`src/rtl/dpram_rdr.sv`:
```
// Sequential block reader for the read-only X port of the register-file RAM.
// Walks len_i consecutive entries from base_i and streams them over stb/ack.
module dpram_rdr #(
    parameter int AW = 5,
    parameter int DW = 2
) (
    input  logic          clk_i,
    input  logic          rst_i,
    input  logic          ena_i,
    input  logic          start_i,
    input  logic [AW-1:0] base_i,
    input  logic [AW:0]   len_i,
    output logic [AW-1:0] xadr_o,
    input  logic [DW-1:0] xdat_i,
    output logic [DW-1:0] dat_o,
    output logic          stb_o,
    input  logic          ack_i,
    output logic          busy_o,
    output logic          done_o
);

    typedef enum logic [1:0] {
        IDLE,
        RUN,
        FIN
    } state_t;

    state_t        state;
    logic [AW-1:0] ptr;
    logic [AW:0]   rem;
    logic          load;
    logic          pending;

    // A new word may enter the output register when it is empty or being drained this edge.
    assign load    = (state == RUN) && (rem != '0) && (!stb_o || ack_i);
    assign pending = stb_o && !ack_i;
    assign xadr_o  = ptr;

    // NOTE: all state uses non-blocking assignments so every register samples pre-edge values.
    always_ff @(posedge clk_i) begin
        if (rst_i) begin
            state  <= IDLE;
            ptr    <= '0;
            rem    <= '0;
            dat_o  <= '0;
            stb_o  <= 1'b0;
            busy_o <= 1'b0;
            done_o <= 1'b0;
        end else if (ena_i) begin
            case (state)
                IDLE: begin
                    if (start_i) begin
                        ptr    <= base_i;
                        rem    <= len_i;
                        busy_o <= 1'b1;
                        state  <= RUN;
                    end
                end
                RUN: begin
                    if (load) begin
                        dat_o <= xdat_i;
                        stb_o <= 1'b1;
                        ptr   <= ptr + 1'b1;
                        rem   <= rem - 1'b1;
                    end else if (ack_i && stb_o) begin
                        stb_o <= 1'b0;
                    end
                    // Finish only once the last word has left the output register.
                    if (rem == '0 && !pending) begin
                        done_o <= 1'b1;
                        busy_o <= 1'b0;
                        state  <= FIN;
                    end
                end
                FIN: begin
                    done_o <= 1'b0;
                    state  <= IDLE;
                end
                default: state <= IDLE;
            endcase
        end
    end

endmodule

```
`config.mk`:
```
export PLATFORM = sky130hd
export DESIGN_NAME = dpram_rdr
export DESIGN_NICKNAME = d
export VERILOG_FILES = /design/src/rtl/dpram_rdr.sv
export SDC_FILE = /design/constraint.sdc
export NUM_CORES = 1
export LEC_CHECK = 0
export ABC_CLOCK_PERIOD_IN_PS = 2350
export CORE_MARGIN = 3
export CORE_UTILIZATION = 55
export CTS_CLUSTER_DIAMETER = 120
export CTS_CLUSTER_SIZE = 14
export DETAILED_ROUTE_END_ITERATION = 8
export DONT_BUFFER_PORTS = 1
export HOLD_SLACK_MARGIN = 0.1
export PLACE_DENSITY = 0.7
export SKIP_CTS_REPAIR_TIMING = 1
export SYNTH_ARGS = -nofsm -noshare
export SYNTH_HDL_FRONTEND = slang
export SYNTH_SLANG_ARGS = --single-unit
```
`constraint.sdc`:
```
create_clock -name clk_i -period 2.35 [get_ports clk_i]
set_input_delay 0.1175 -clock clk_i [delete_from_list [all_inputs] [get_ports clk_i]]
set_output_delay 0.1175 -clock clk_i [all_outputs]
set_load 0.02 [all_outputs]
```
Word level (Yosys, flattened, before mapping)
Cells that the tools add are included.

word-level totals
  output and inout bits = 10
  input port bits = 18
  register bits = 18
  word-level logic and storage cells = 51

cells by class
  equality and inequality tests = 5
  multiplexer cells = 16
  $add $sub $neg = 2
  reductions and logical operators = 21

operators by type and width
  operator             count
  $mux 6               2
  $pmux 6 s2           1
  $reduce_and 3->1     4
  $mux 5               2
  $pmux 5 s2           1
  $reduce_and 4->1     2
  $logic_not 6->1      1
  $reduce_bool 2->1    3
  $reduce_bool 6->1    1
  $sub 6x1->6 const B  1
  $add 5x1->5 const B  1
  $logic_and 1x1->1    5
  $mux 1               5
  $mux 2               2
  $ne 2x2->1 const B   2
  $pmux 1 s2           2
  $pmux 2 s2           1
  $logic_not 1->1      3
  $eq 2x1->1 const B   1
  $eq 2x2->1 const B   1
  $logic_not 2->1      1
  $ne 2x1->1 const B   1
  $logic_or 1x1->1     1

Depth between registers and ports, before layout
  depth after elaboration = 6
  gate-level depth with buffers = 7
  depth with buffers taken out = 6

Worst setup path before layout
Ideal clock, no wire load.

  path kind = register -> register
  start point = register rem[2]
  end point = register ptr[1], in the netlist xadr_o[1]
  library setup time = 0.122 ns
  cell stages (with the launch flop) = 4
  data arrival time = 1.297 ns
  buffers on the path = 0
  slack = 0.931 ns
  data required time = 2.228 ns
  period minus slack after synthesis = 1.419 ns
  path through = dfxtp_1 > or3_4 > o211a_4 > o311a_1

between the ends
  word-level cells in the longest chain between the ends = 5

RTL lines
  what                            RTL line  text
  start, declared                 30        logic [AW:0] rem;
  start signal, assigned          54        rem <= len_i;
  start signal, assigned          64        rem <= rem - 1'b1;
  $reduce_bool 6->1               35        assign load = (state == RUN) && (rem != '0) && (!stb_o || ack_i);
  $logic_and 1x1->1 (2 in a row)  35
  $ne 2x2->1 (no line)            -
  $reduce_and 4->1 (no line)      -
  end signal, assigned            53        ptr <= base_i;
  end signal, assigned            63        ptr <= ptr + 1'b1;
  end, declared                   29        logic [AW-1:0] ptr;

Every way passes these cells.
A chain may end at the register's enable or synchronous reset.

Worst setup path after layout
  start point = register rem[2]
  end point = register rem[1]

between the ends
  word-level cells in the longest chain between the ends = 5

RTL lines
  what                            RTL line
  $reduce_bool 6->1               35
  $logic_and 1x1->1 (2 in a row)  35
  $ne 2x2->1 (no line)            -
  $reduce_and 4->1 (no line)      -

Every way passes these cells.

==> results.json <==
{
  "outcome": "finished clean",
  "hold_path_class": "in2reg",
  "synthToLayoutAreaGrowth_pct": 15.5,
  "wl_per_cell_um": 15.5,
  "seqCellArea_um2": 360,
  "finalCriticalPeriod_ns": 1.73,
  "fin_util_pct": 68.2,
  "first_pass_iters": 5,
  "overflow": 0,
  "endpoint_kind": "flop",
  "reg2reg_slack_ns": 0.62,
  "ys_ff_latch": 18,
  "synth_top_area_share_pct": 34.6,
  "fmax_mhz": 576,
  "relSlewSlack_pct": 46.8,
  "track_usage_pct": 21.6,
  "synth_ff_type": "dfxtp_1",
  "r2r_end": "rem[1]",
  "synth_top_area_cell": "dfxtp_1",
  "fin_total_pwr_mw": 0.736,
  "io_buffers": 0,
  "core_um2": 1760,
  "p_per_area_nw_per_um2": 612,
  "final_area_um2": 1200,
  "clockBufferDepth": 2,
  "synth_warnings": 0,
  "cts_max_level": 1,
  "layout_common_cells": "18 x dfxtp_1, 17 x a21oi_1, 13 x nand2_1, 13 x dlygate4sd3_1, 11 x nor2_1",
  "p_leak_nw": 0.436,
  "grt_pass1_vias": 929,
  "initial_core_util_pct": 59.0,
  "synth_edf_count": 0,
  "slew_viol_final": 0,
  "worstPathCellList": "or3_4 > o211ai_2 > a221oi_1 > a211oi_2",
  "crit_fanout": 12,
  "clk_pin_slew_worst_paths_ns": 0.11,
  "crit_slowest_cell": "o211ai_2",
  "seq_area_frac_synth_pct": 34.6,
  "syn_nets": 147,
  "async_flop_share_pct": 0,
  "cts_buffers": 3,
  "antenna_cells": 0,
  "worstSetupPathType": "reg2reg",
  "worst_pin_slew_ns": 0.798,
  "placedInstanceArea_um2": 1040,
  "r2r_start": "rem[2]",
  "crit_start": "rem[2]",
  "antenna_found_initial": 0,
  "setup_tns_ns": 0,
  "routabilityCongestion": 0.820,
  "viasPerCell": 6.26,
  "syn_avg_cell_area_um2": 8.26,
  "worstSetupStartpointType": "flop",
  "dp_hpwl_mm": 1.64,
  "cts_tree": "done",
  "synth_area_um2": 1040,
  "dr_total_vias": 1008,
  "num_io_pins": 28,
  "syn_inst": 126,
  "arrival_ns": 1.97,
  "setup-violations-final": 0,
  "first_iter_violations": 35,
  "clock_sinks": 18,
  "skew_ns": 0.00133,
  "drive_gt1_share_pct": 8.09,
  "die_w_um": 49.5,
  "cp-endpoint": "rem[1]",
  "wirelength_mm": 2.50,
  "peakVddDrop_v": 0.000459,
  "critical_path_depth": 4,
  "dieArea_um2": 2450,
  "grt_pass1_wl_mm": 4.16,
  "yosys.cell_types.count": 39,
  "nets": 158,
  "synth_area_leaders": "dfxtp_1 35%, a21oi_1 8.2%, o32ai_1 5.0%, nand2_1 4.7%, nor2_1 4.0%",
  "die_y_um": 49.5,
  "clk_latency_ns": 0.31,
  "cp_slowest_stage_delay_ns": 0.49,
  "antenna_left": 0,
  "fp-row-count": 15,
  "final_common_cell": "dfxtp_1",
  "multi_input_area_um2": 629,
  "cp_num_buf_inv": 0,
  "max_cap_viol_count": 0,
  "nFillCells": 161,
  "drcViolationCount": 0,
  "cp.required_ns": 2.58,
  "finalHoldViolations": 0,
  "reg2regPathDepth": 4,
  "rsz0062_at_grt": "no",
  "grt_max_degree": 23,
  "clock-root-buffer": "clkbuf_4",
  "critical-path-top-delay-family": "compound AO/OA/AOI/OAI gates",
  "period_share_pct": 73.8
}
## worst reg2reg max path: cells and delay by family, from the launching register on
family          cells  cell delay, ns
compound gates      3            0.88
simple gates        1            0.41
flops               1            0.37
## Yosys cell counts, types with 2 or more instances
library cell,number
nand3_1,6
nor2b_1,2
a21oi_1,17
clkbuf_1,4
nor3_1,4
a31oi_1,4
ha_1,3
o21ai_0,2
a22oi_1,3
nor2_1,11
dfxtp_1,18
o32ai_1,6
nand2_1,13
inv_1,4
nor3b_1,2
nand2b_1,3
and3b_1,2
## layer usage
layer | wire length, um | vias to the layer above | part of all wire, % | track usage [%]
li1 | - | 489 | - | -
met5 | 0 | - | 0 | 0
met4 | 27 | 0 | 1.1 | 7.37
met3 | 182 | 4 | 7.3 | 6.95
met1 | 1060 | 471 | 42 | 25.7
met2 | 1230 | 44 | 49 | 36.6
## through the flow
stage,setup slack [ns],std cells,hold slack (ns)
2_1_floorplan,0.931,126,0.253
3_3_place_gp,0.699,144,0.184
3_5_place_dp,0.656,144,0.186
4_1_cts,0.630,148,-0.148
5_1_grt,0.501,161,0.106
6_report,0.615,161,0.102
## layout make-up
| type | count | share of cell area, % |
|---|---|---|
| multi-input cells | 97 | 52.3 |
| flip-flops and latches | 18 | 30.0 |
| repair buffers | 13 | 10.8 |
| clock buffers | 4 | 3.02 |
| well taps | 25 | 2.60 |
| inverters | 4 | 1.25 |
## kinds of logic after synthesis
group | Yosys count | share of synthesized area (%)
compound gates | 43 | 30.0
fa+ha+maj | 3 | 3.61
buf+inv | 11 | 4.93
flops | 18 | 34.6
mux | 1 | 0.962
simple gates | 50 | 25.8
## worst min-delay path by stage
stage                      to  depth (start not counted)  startpoint  slack (ns)
floorplan            dat_o[0]                          2   xdat_i[0]        0.25
CTS                    rem[1]                          1       rst_i       -0.15
finish              xadr_o[1]                          2       rst_i        0.10
global placement       rem[1]                          1       rst_i        0.18
global route        xadr_o[1]                          2       rst_i        0.11
detailed placement     rem[1]                          1       rst_i        0.19
## sequential cells by signal, indices dropped and copies added (netlist names)
signal / cells
state: 2
dat_o: 2
done_o: 1
stb_o: 1
rem: 6
busy_o: 1
xadr_o: 5
## power by group
group          switching [mW]  internal, mW
clock network           0.105        0.0947
logic                  0.0952        0.0765
registers              0.0372         0.327
total                   0.238         0.498
Power figures use the tool's default switching activity.
